==> config.mk <==
export PLATFORM = sky130hd
export DESIGN_NAME = exe_iter
export DESIGN_NICKNAME = d
export VERILOG_FILES = /design/src/rtl/exe_iter.sv
export SDC_FILE = /design/constraint.sdc
export NUM_CORES = 1
export LEC_CHECK = 0
export ABC_AREA = 1
export CAP_MARGIN = 40
export CORE_ASPECT_RATIO = 0.75
export CORE_MARGIN = 10
export CORE_UTILIZATION = 40
export CTS_CLUSTER_DIAMETER = 100
export DETAILED_ROUTE_END_ITERATION = 10
export PLACE_DENSITY = 0.65
export SYNTH_ARGS = -nofsm -noshare
export SYNTH_HDL_FRONTEND = slang
export SYNTH_SLANG_ARGS = --single-unit
==> constraint.sdc <==
create_clock -name clk_i -period 2 [get_ports clk_i]
set_input_delay 0.3 -clock clk_i [delete_from_list [all_inputs] [get_ports clk_i]]
set_output_delay 0.3 -clock clk_i [all_outputs]
set_load 0.005 [all_outputs]
==> src/rtl/exe_iter.sv <==
// Execute stage for RV32I OP-IMM instructions. Shifts by a non-zero amount are
// iterative, one bit per cycle, and stall the upstream pipeline until the last step.
module exe_iter (
    input  logic        clk_i,
    input  logic        rst_i,
    input  logic [31:0] op1_i,
    input  logic [31:0] op2_i,
    input  logic        reg_we_i,
    input  logic [4:0]  reg_waddr_i,
    input  logic [31:0] inst_i,
    output logic        stall_o,
    output logic        reg_we_o,
    output logic [4:0]  reg_waddr_o,
    output logic [31:0] reg_wdata_o
);

    localparam logic [0:0] S_IDLE  = 1'b0;
    localparam logic [0:0] S_SHIFT = 1'b1;
    localparam logic [6:0] OPC_IMM = 7'b0010011;
    localparam logic [6:0] F7_ZERO = 7'b0000000;
    localparam logic [6:0] F7_SRA  = 7'b0100000;

    logic [0:0]  state;
    logic [4:0]  cnt;
    logic [31:0] sh_val;
    logic        sh_left;
    logic        sh_arith;
    logic        sh_we;
    logic [4:0]  sh_waddr;

    logic [6:0]  opcode;
    logic [2:0]  funct3;
    logic [6:0]  funct7;
    logic [4:0]  shamt;
    logic        dec_ok;
    logic        dec_shift;
    logic        dec_left;
    logic        dec_arith;
    logic [31:0] dec_res;
    logic        start_shift;
    logic [31:0] sh_next;
    logic        unused_bits;

    assign opcode      = inst_i[6:0];
    assign funct3      = inst_i[14:12];
    assign funct7      = inst_i[31:25];
    assign shamt       = op2_i[4:0];
    assign unused_bits = ^{inst_i[24:15], inst_i[11:7]};

    // NOTE: every combinational output gets a default first so no path infers a latch.
    always_comb begin
        dec_ok    = 1'b0;
        dec_shift = 1'b0;
        dec_left  = 1'b0;
        dec_arith = 1'b0;
        dec_res   = 32'd0;
        if (opcode == OPC_IMM) begin
            case (funct3)
                3'b000: begin dec_ok = 1'b1; dec_res = op1_i + op2_i; end
                3'b010: begin dec_ok = 1'b1; dec_res = {31'd0, $signed(op1_i) < $signed(op2_i)}; end
                3'b011: begin dec_ok = 1'b1; dec_res = {31'd0, op1_i < op2_i}; end
                3'b100: begin dec_ok = 1'b1; dec_res = op1_i ^ op2_i; end
                3'b110: begin dec_ok = 1'b1; dec_res = op1_i | op2_i; end
                3'b111: begin dec_ok = 1'b1; dec_res = op1_i & op2_i; end
                3'b001: begin
                    // A zero-amount shift completes in one cycle with op1 unchanged.
                    if (funct7 == F7_ZERO) begin
                        dec_ok = 1'b1; dec_shift = 1'b1; dec_left = 1'b1; dec_res = op1_i;
                    end
                end
                default: begin
                    if (funct7 == F7_ZERO || funct7 == F7_SRA) begin
                        dec_ok = 1'b1; dec_shift = 1'b1; dec_res = op1_i;
                        dec_arith = (funct7 == F7_SRA);
                    end
                end
            endcase
        end
    end

    assign start_shift = (state == S_IDLE) && dec_shift && (shamt != 5'd0);
    assign sh_next     = sh_left ? {sh_val[30:0], 1'b0} : {sh_arith & sh_val[31], sh_val[31:1]};

    // Stall drops in the final shift cycle so the next instruction arrives as we return to idle.
    assign stall_o = !rst_i && (start_shift || ((state == S_SHIFT) && (cnt != 5'd1)));

    // NOTE: sequential state uses non-blocking assignments so all registers update together.
    always_ff @(posedge clk_i) begin
        if (rst_i) begin
            state       <= S_IDLE;
            cnt         <= 5'd0;
            sh_val      <= 32'd0;
            sh_left     <= 1'b0;
            sh_arith    <= 1'b0;
            sh_we       <= 1'b0;
            sh_waddr    <= 5'd0;
            reg_we_o    <= 1'b0;
            reg_waddr_o <= 5'd0;
            reg_wdata_o <= 32'd0;
        end else begin
            case (state)
                S_IDLE: begin
                    if (start_shift) begin
                        state       <= S_SHIFT;
                        cnt         <= shamt;
                        sh_val      <= op1_i;
                        sh_left     <= dec_left;
                        sh_arith    <= dec_arith;
                        sh_we       <= reg_we_i;
                        sh_waddr    <= reg_waddr_i;
                        reg_we_o    <= 1'b0;
                        reg_waddr_o <= 5'd0;
                        reg_wdata_o <= 32'd0;
                    end else if (dec_ok) begin
                        reg_we_o    <= reg_we_i && (reg_waddr_i != 5'd0);
                        reg_waddr_o <= reg_waddr_i;
                        reg_wdata_o <= dec_res;
                    end else begin
                        reg_we_o    <= 1'b0;
                        reg_waddr_o <= 5'd0;
                        reg_wdata_o <= 32'd0;
                    end
                end
                default: begin
                    sh_val <= sh_next;
                    cnt    <= cnt - 5'd1;
                    if (cnt == 5'd1) begin
                        state       <= S_IDLE;
                        reg_we_o    <= sh_we && (sh_waddr != 5'd0);
                        reg_waddr_o <= sh_waddr;
                        reg_wdata_o <= sh_next;
                    end
                end
            endcase
        end
    end

endmodule

# ---- After elaboration in Yosys (flattened, before gate mapping)
# Cells that the tools add are included.
dict set report word_totals {
  output_inout_bits 39
  wordCells 83
  in_bits 104
  regBits 84
}
dict set report classes {
  magnitude_cmp 2
  n_bitwise 5
  reduce_logical 18
  n_addsub 2
  n_eq_ne 11
  n_mux 35
}
# op count
set ops {}
lappend ops {{$mux 32} 10}
lappend ops {{$pmux 32 s7} 1}
lappend ops {{$lt 32x32->1} 2}
lappend ops {{$add 32x32->32} 1}
lappend ops {{$and 32x32->32} 1}
lappend ops {{$or 32x32->32} 1}
lappend ops {{$xor 32x32->32} 1}
lappend ops {{$mux 5} 6}
lappend ops {{$mux 1} 16}
lappend ops {{$reduce_bool 5->1} 3}
lappend ops {{$eq 3x3->1 const B} 3}
lappend ops {{$eq 7x5->1 const B} 1}
lappend ops {{$eq 7x6->1 const B} 1}
lappend ops {{$logic_not 7->1} 1}
lappend ops {{$reduce_or 7->1} 1}
lappend ops {{$eq 3x2->1 const B} 2}
lappend ops {{$logic_and 1x1->1} 6}
lappend ops {{$reduce_or 6->1} 1}
lappend ops {{$eq 5x1->1 const B} 1}
lappend ops {{$ne 5x1->1 const B} 1}
lappend ops {{$sub 5x1->5 const B} 1}
lappend ops {{$pmux 1 s2} 2}
lappend ops {{$eq 3x1->1 const B} 1}
lappend ops {{$logic_not 3->1} 1}
lappend ops {{other kinds (7)} 8}

# ---- Logic depth before layout (Yosys ltp)
# Gate-level depths: netlist of the first run.
dict set report logic_depth {
  depth_word 9
  mapped_depth 17
  mapped_depth_nobuf 17
}

# ---- Least setup slack after synthesis of the first run
# OpenSTA, ideal clock, no wires.
dict set report synth_path {
  path_kind {input -> register}
  from {input op1_i[0]}
  to {register reg_wdata_o[30]}
  required_ns 1.930
  path_buffers 0
  setup_slack_ns 0.069
  arrival_ns 1.861
  setup_ns 0.070
  cell_stages 15
  path_cell_list {ha_1 > fa_1 > nand3_1 > nand2_1 > nand3_1 > nand2_1 > nand2_1 > nand2_1 > nand2_1 > nand2_1 > nand2_1 > nand3_1 > nand2_1 > nand2_1 > a21oi_1}
}
dict set report synth_via {
  elab_chain_len 6
}
# item line
set synth_rtl {}
lappend synth_rtl {{start: declaration} 6} ;# input logic [31:0] op1_i,
lappend synth_rtl {{$add 32x32->32} 59} ;# 3'b000: begin dec_ok = 1'b1; dec_res = op1_i + op2_i; end
lappend synth_rtl {{$pmux 32 s7} 58} ;# case (funct3)
lappend synth_rtl {{$mux 32} 57} ;# if (opcode == OPC_IMM) begin
lappend synth_rtl {{$mux 32} 114} ;# end else if (dec_ok) begin
lappend synth_rtl {{$mux 32} 103} ;# if (start_shift) begin
lappend synth_rtl {{$mux 32} 101} ;# case (state)
lappend synth_rtl {{end signal: assignment} 117} ;# reg_wdata_o <= dec_res;
lappend synth_rtl {{end signal: assignment} 131} ;# reg_wdata_o <= sh_next;
lappend synth_rtl {{end: declaration} 14} ;# output logic [31:0] reg_wdata_o
# Every way passes these cells.
# A chain may end at the register's enable or synchronous reset.

# ---- Worst setup path in the final report of the first run
dict set report layout_path {
  from {input inst_i[25]}
  to {register reg_wdata_o[11]}
}
dict set report layout_via {
  elab_chain_len 9
  elab_cells_between_ends 18
  classes_between {eq/ne (1); mux (13); reduce/logical (4)}
}
# item line
set layout_rtl {}
lappend layout_rtl {{start: declaration} 10} ;# input logic [31:0] inst_i,
lappend layout_rtl {{branches (longest 7 deep; another with $mux 32)} --}
lappend layout_rtl {{$mux 32 *} 103}
lappend layout_rtl {{$mux 32 *} 101}
# Every way passes the cells marked *.

==> impl_metrics.py, run 1 <==
metrics = {
    "status": {
        "outcome": "complete, no violations",
    },
    "sta": {
        "finalHoldViolCount": 0,
        "maxSlewViolCount": 0,
        "fin_crit_ns": 1.96,
        "setup_viol": 0,
        "finalCritPeriodShare_pct": 98.0,
        "max_freq_mhz": 510,
        "maxSlewHeadroom_pct": 65.6,
        "skew_ns": 0.00894,
        "worst_slew_pin_slew_ns": 0.516,
        "rsz0062_at_grt": "true",
    },
    "floorplan": {
        "coreArea_um2": 21200,
        "die_x_um": 190,
        "start_util_pct": 41.0,
        "fp.dieH_um": 148,
        "dieArea_um2": 28100,
        "io_pins": 143,
        "rows": 46,
    },
    "clock_tree": {
        "cts_inserted_buffers": 9,
        "cts.sinks": 84,
        "cts_tree": "built",
        "cts_root_buffer": "clkbuf_16",
        "worstSkewPairLatency_ns": 0.35,
        "cts_max_path_buffers": 2,
        "htree_levels": 3,
        "clk_pin_slew_worst_paths_ns": 0.08,
    },
    "final_layout": {
        "fin_cells": 2113,
        "layout-drive-gt1-share_pct": 31.6,
        "final_common_cell": "buf_4",
        "syn2layout_area_growth_pct": 59.0,
        "nets": 2023,
        "n_antenna_cell": 0,
        "final_cell_mix": "buf_4 (250), nand2_1 (217), nor2_1 (171), a21oi_1 (167), o21ai_0 (145)",
    },
    "power": {
        "p_leak_nw": 6.57,
        "vdd_drop_max_uv": 426,
        "power_w": 0.00571,
        "powerDensity_nw_per_um2": 413,
        "p_int_w": 0.00362,
        "swShare_pct": 36.7,
        "p_sw_w": 0.00210,
        "combPwrFrac_pct": 41.5,
        "pwr-share-seq_pct": 29.3,
        "clockPowerShare_pct": 29.2,
    },
    "synth": {
        "synth_top_family_by_area": "simple AND/OR/NAND/NOR gates",
        "synth_edf_count": 0,
        "netlist_area_um2": 8700,
        "synthXorXnorAreaFrac_pct": 0.101,
        "yosysTopAreaCell": "dfxtp_1",
        "synth_area_per_cell_um2": 5.91,
        "ys_top_cells_by_area": "dfxtp_1 (19%), ha_1 (14%), a21oi_1 (12%)",
        "syn-num-nets": 1676,
        "synth_cell_types": 42,
        "synth_fa_ha_area_share_pct": 14.3,
        "synth_compound_area_share_pct": 25.9,
        "synth.area.mux_share_pct": 0,
        "synthCells": 1473,
        "synth_seq_area_share_pct": 19.3,
        "async_flop_share_pct": 0,
        "synth_top_area_share_pct": 19.3,
        "synthFlopType": "dfxtp_1",
        "yosysWarnings": 0,
        "ys_seq_elements": 84,
        "synth_simple_gate_area_share_pct": 28.4,
    },
    "global_routing": {
        "overflow": 0,
        "grt_pass1_vias": 11000,
        "grt_max_degree": 45,
        "grt_pass1_wl_mm": 61.1,
        "grt_usage_pct": 26.9,
        "antenna_found_initial": 0,
    },
    "routing": {
        "drc": 0,
        "routed_wl_mm": 40.3,
        "antenna_left": 0,
        "drtPass1Iterations": 5,
        "via_count": 11600,
        "drtIter0Drc": 1163,
        "avgRoutedWirePerCell_um": 19.1,
        "vias_per_cell": 5.51,
    },
    "worst_setup_path": {
        "cp-start-kind": "primary input",
        "criticalPathCategory": "in -> reg",
        "crit_buf_inv": 4,
        "cpMaxStageDelayCell": "clkdlybuf4s50_1",
        "path_cells": "clkdlybuf4s50_1 -> nor2_2 -> nand3_4 -> nor2_4 -> nand2_2 -> buf_4 -> inv_1 -> buf_4 -> nand2_1 -> nand4_1 -> nand3_1 -> a21oi_1",
        "cp.required_ns": 2.27,
        "worst_ep_arrival_time_ns": 2.23,
        "crit_path_frequent_cell": "buf_4",
        "worst-path-max-fanout": 18,
        "worstSetupEndpointType": "flip-flop",
        "cpPeakStageDelay_ns": 0.44,
        "cpLargestDelayFamily": "buffers and inverters",
    },
    "hold_path": {
        "min_path_type": "in -> reg",
    },
    "placement": {
        "dp_cells": 2074,
        "numPortBuffers": 127,
        "place.gp.congestion": 1.00,
        "dp_hpwl_mm": 30.0,
    },
    "job": {
        "drv_cap": 0,
    },
}
==> synth_stat cells (all sizes together), types with 13 or more instances <==
cell type  number
buf            20
a211oi         13
nand4          13
nand2         274
ha             98
clkbuf         46
nor3           14
nor2          215
nand3          80
dfxtp          84
o22ai          13
inv           192
a21oi         205
o21ai         169
==> cell type report <==
class	count	area (µm²)
Clock inverter	7	57.6
Fill cell	1928	7410
Tap cell	288	360
Sequential cell	84	1680
Inverter	193	747
Timing Repair Buffer	402	3550
Clock buffer	9	225
Multi-Input combinational cell	1130	7210
==> worst register-to-register path, stage by stage (launching register included) <==
cell     delay (ns)
dfxtp_1        0.31
inv_1          0.17
buf_4          0.43
nand3_4        0.25
buf_12         0.22
nor2_1         0.09
nand2_1        0.08
a21oi_1        0.14
==> layer usage <==
layer  track usage, %  vias up  wire length [µm]
met2             42.5      633             17500
met5                0        -                 0
met4             5.73        0               775
met1             37.7     5377             18100
li1                 -     5571                 -
met3             4.07       53              3860
==> metrics by stage <==
stage	utilization (%)	setup WS, ns	hold WS [ns]	setup TNS [ns]	area, µm²
after floorplan	-	0.0695	0.369	0	8700
after global placement	56.7	-0.808	0.456	-35.86	12000
after detailed placement	56.7	-0.842	0.461	-39.03	12000
after CTS	62.3	-0.00843	0.472	-0.0109	13200
after global routing	65.1	-0.0437	0.411	-0.171	13800
final	65.1	0.0391	0.396	0	13800
==> logic make-up (layout without fill, tap and decap cells) <==
family | after synthesis | count (layout)
adders and majority gates | 99 | 99
xor gates and xnor gates | 1 | 1
DFF | 84 | 84
and+or+nand+nor | 603 | 603
buffers and inverters | 259 | 611
AOI/OAI and AO/OA | 427 | 427
==> path summary, 6_finish.rpt <==
path,end,start,depth (start not counted),slack [ns]
worst max-delay path,reg_wdata_o[11],inst_i[25],12,0.04
worst min-delay path,sh_val[3],op1_i[3],4,0.40
worst max register to register,reg_wdata_o[14],state,7,0.24
worst min register to register,cnt[4],cnt[4],2,0.47
==> power by group through the flow <==
stage	sequential, W	clock [W]	combinational [W]
6_report	0.00168	0.00167	0.00237
5_1_grt	0.00168	0.00174	0.00256
4_1_cts	0.00168	0.00168	0.00219
3_5_place_dp	0.00172	0	0.00189
3_3_place_gp	0.00172	0	0.00188
2_1_floorplan	0.00172	0	0.000875
==> what timing repair did <==
action / 4_1_cts / 5_1_grt
buffers inserted: 10 / 9
hold buffers: 0 / 0
cloned: 0 / 4
setup endpoints to repair: 67 / 83
gates resized for setup: 323 / 141
pin swaps: 72 / 49
==> registers in the layout, indices dropped and copies added, names as in the netlist <==
name / flops
reg_wdata_o: 32
cnt: 5
sh_arith: 1
reg_waddr_o: 5
sh_waddr: 5
reg_we_o: 1
sh_left: 1
sh_val: 32
state: 1
sh_we: 1
Note: power is estimated with default switching activity, not from simulation.
==> run 2: changes to the inputs <==
--- a/config.mk
+++ b/config.mk
@@ -8,7 +8,7 @@
 export ABC_AREA = 1
 export CAP_MARGIN = 40
 export CORE_ASPECT_RATIO = 0.75
-export CORE_MARGIN = 10
+export CORE_MARGIN = 3
 export CORE_UTILIZATION = 40
 export CTS_CLUSTER_DIAMETER = 100
 export DETAILED_ROUTE_END_ITERATION = 10
==> run 2 against run 1 <==
  * Utilization is 0.39 points higher
  * Cell count down 0.38%
  * Critical endpoint is now reg_wdata_o[8]
  * First-iteration DRC count rose by 24%
  * Worst setup slack better by 0.010 ns
  * Sequential cell count is the same
  * Fmax is 0.52% higher
  * Largest cell class unchanged
  * Clock-buffer cell count up 2
  * Die area shrank 16%
  * Highest routed layer unchanged
  * Clock power is essentially flat
==> impl_metrics.py, run 2 (synthesis gave the netlist of run 1 again) <==
metrics = {
    "status": {
        "outcome": "complete, no violations",
    },
    "sta": {
        "timing.final.ws_setup_ns": 0.0493,
        "skew_ns": 0.00935,
        "finalHoldViolCount": 0,
        "finalCritPeriodShare_pct": 97.5,
        "maxSlewViolCount": 0,
        "worst_slew_pin_slew_ns": 0.489,
        "max_freq_mhz": 513,
        "rsz0062_at_grt": "true",
        "setup_viol": 0,
        "maxSlewHeadroom_pct": 67.4,
        "fin_crit_ns": 1.95,
    },
    "worst_setup_path": {
        "worst-path-max-fanout": 4,
        "worst_ep_arrival_time_ns": 2.19,
        "worstSetupEndpointType": "flip-flop",
        "crit_path_frequent_cell": "buf_4",
        "cp.required_ns": 2.24,
        "criticalPathCategory": "in -> reg",
        "cpMaxStageDelayCell": "dlygate4sd2_1",
        "path_cells": "dlygate4sd2_1 -> buf_4 -> ha_2 -> buf_4 -> a21oi_4 -> o21a_1 -> nand2_2 -> o21ai_0 -> o211ai_1 -> a21oi_1 -> nor2_1",
        "cp-start-kind": "primary input",
        "cpPeakStageDelay_ns": 0.27,
    },
    "clock_tree": {
        "cts_max_path_buffers": 2,
        "cts_inserted_buffers": 9,
        "clk_pin_slew_worst_paths_ns": 0.07,
        "cts_hold_buf": 0,
        "cts_tree": "built",
        "cts_root_buffer": "clkbuf_16",
        "htree_levels": 3,
        "worstSkewPairLatency_ns": 0.34,
        "cts.sinks": 84,
    },
    "power": {
        "vdd_drop_max_uv": 386,
        "power_w": 0.00581,
        "p_leak_nw": 6.58,
        "powerDensity_nw_per_um2": 418,
    },
    "routing": {
        "drtIter0Drc": 1441,
        "avgRoutedWirePerCell_um": 18.4,
        "vias_per_cell": 5.52,
        "drtPass1Iterations": 5,
        "routed_wl_mm": 38.7,
        "antenna_left": 0,
        "via_count": 11600,
        "drc": 0,
    },
    "final_layout": {
        "nets": 2015,
        "n_antenna_cell": 0,
        "top_regs": "reg_wdata_o x32, sh_val x32",
        "post-route-cell-area_um2": 13900,
        "final_common_cell": "buf_4",
        "syn2layout_area_growth_pct": 59.9,
        "layout-drive-gt1-share_pct": 33.4,
        "final_cell_mix": "buf_4 (251), nand2_1 (201), nor2_1 (170), a21oi_1 (159), o21ai_0 (145)",
    },
    "floorplan": {
        "fp.dieH_um": 134,
        "rows": 46,
        "coreArea_um2": 21200,
        "start_util_pct": 41.0,
        "die_x_um": 176,
        "io_pins": 143,
        "dieArea_um2": 23600,
    },
    "global_routing": {
        "grt_pass1_vias": 11000,
        "grt_usage_pct": 31.3,
        "antenna_found_initial": 0,
        "grt_pass1_wl_mm": 59.1,
        "overflow": 0,
        "grt_max_degree": 75,
    },
    "placement": {
        "dp_hpwl_mm": 28.6,
        "placed_cell_area_um2": 12000,
        "place.gp.congestion": 0.985,
        "pre_cts_slack_ns": -0.776,
        "numPortBuffers": 127,
    },
    "job": {
        "drv_cap": 0,
    },
    "hold_path": {
        "min_path_type": "in -> reg",
    },
}
==> run 2: cell count changes in the layout (fill, tap and decap cells not counted), sizes merged <==
cell           previous run  this run
dlygate4sd2              41        46
clkbuf                   16        15
clkinv                    3         4
dlymetal6s2s             14        21
inv                     195       192
buf                     273       268
clkdlybuf4s15            13         1
==> run 2: per-layer routing <==
metal	wire length (µm)	share of wire (%)	track usage [%]	vias to the layer above
met1	17500	45	46.0	5382
met3	3520	9.1	4.79	82
li1	-	-	-	5525
met5	0	0	0	-
met4	1060	2.7	8.79	0
met2	16700	43	47.4	636
==> run 2: final timing paths <==
path / from / to / slack, ns / cells past startpoint
worst max register to register: state / reg_wdata_o[10] / 0.24 / 6
worst min-delay path: op1_i[31] / sh_val[31] / 0.45 / 4
worst min register to register: cnt[4] / cnt[4] / 0.48 / 2
worst max-delay path: op1_i[6] / reg_wdata_o[8] / 0.05 / 11
==> run 2: repair_timing <==
item / CTS / global route
endpoints found under the setup margin: 82 / 82
gates resized for setup: 323 / 178
buffers inserted: 9 / 6
hold endpoints to repair: 0 / 0
pin swaps: 79 / 73
==> run 2: final cells by class <==
cell class / instances / area, µm²
clock buffer: 11 / 253
clock inverter: 5 / 45.0
fill: 1871 / 7330
inverter: 193 / 743
multi-input combinational: 1130 / 7460
sequential: 84 / 1680
tap: 288 / 360
timing repair buffer: 394 / 3370
==> run 2: per-stage QoR <==
stage / utilization [%] / TNS, ns / hold WS [ns] / std cells
finish: 65.5 / 0 / 0.450 / 2105
detailed placement: 56.5 / -43.30 / 0.462 / 2074
floorplan: - / 0 / 0.369 / 1473
CTS: 62.7 / -0.0364 / 0.473 / 2099
global route: 65.5 / -0.212 / 0.469 / 2105
global placement: 56.5 / -41.32 / 0.459 / 2074
==> run 2: power breakdown <==
group | internal (W) | switching (W) | total (W)
Combinational | 0.00110 | 0.00136 | 0.00246
Sequential | 0.00167 | 0.00000236 | 0.00168
Clock | 0.000926 | 0.000745 | 0.00167
Total | 0.00370 | 0.00211 | 0.00581
==> run 2: critical path: cells and delay by family <==
kind	cells	cell delay (ns)
buffers and inverters	3	0.57
AO/OA/AOI/OAI	5	0.98
AND/OR/NAND/NOR	2	0.14
adder cells (fa/ha/maj)	1	0.19
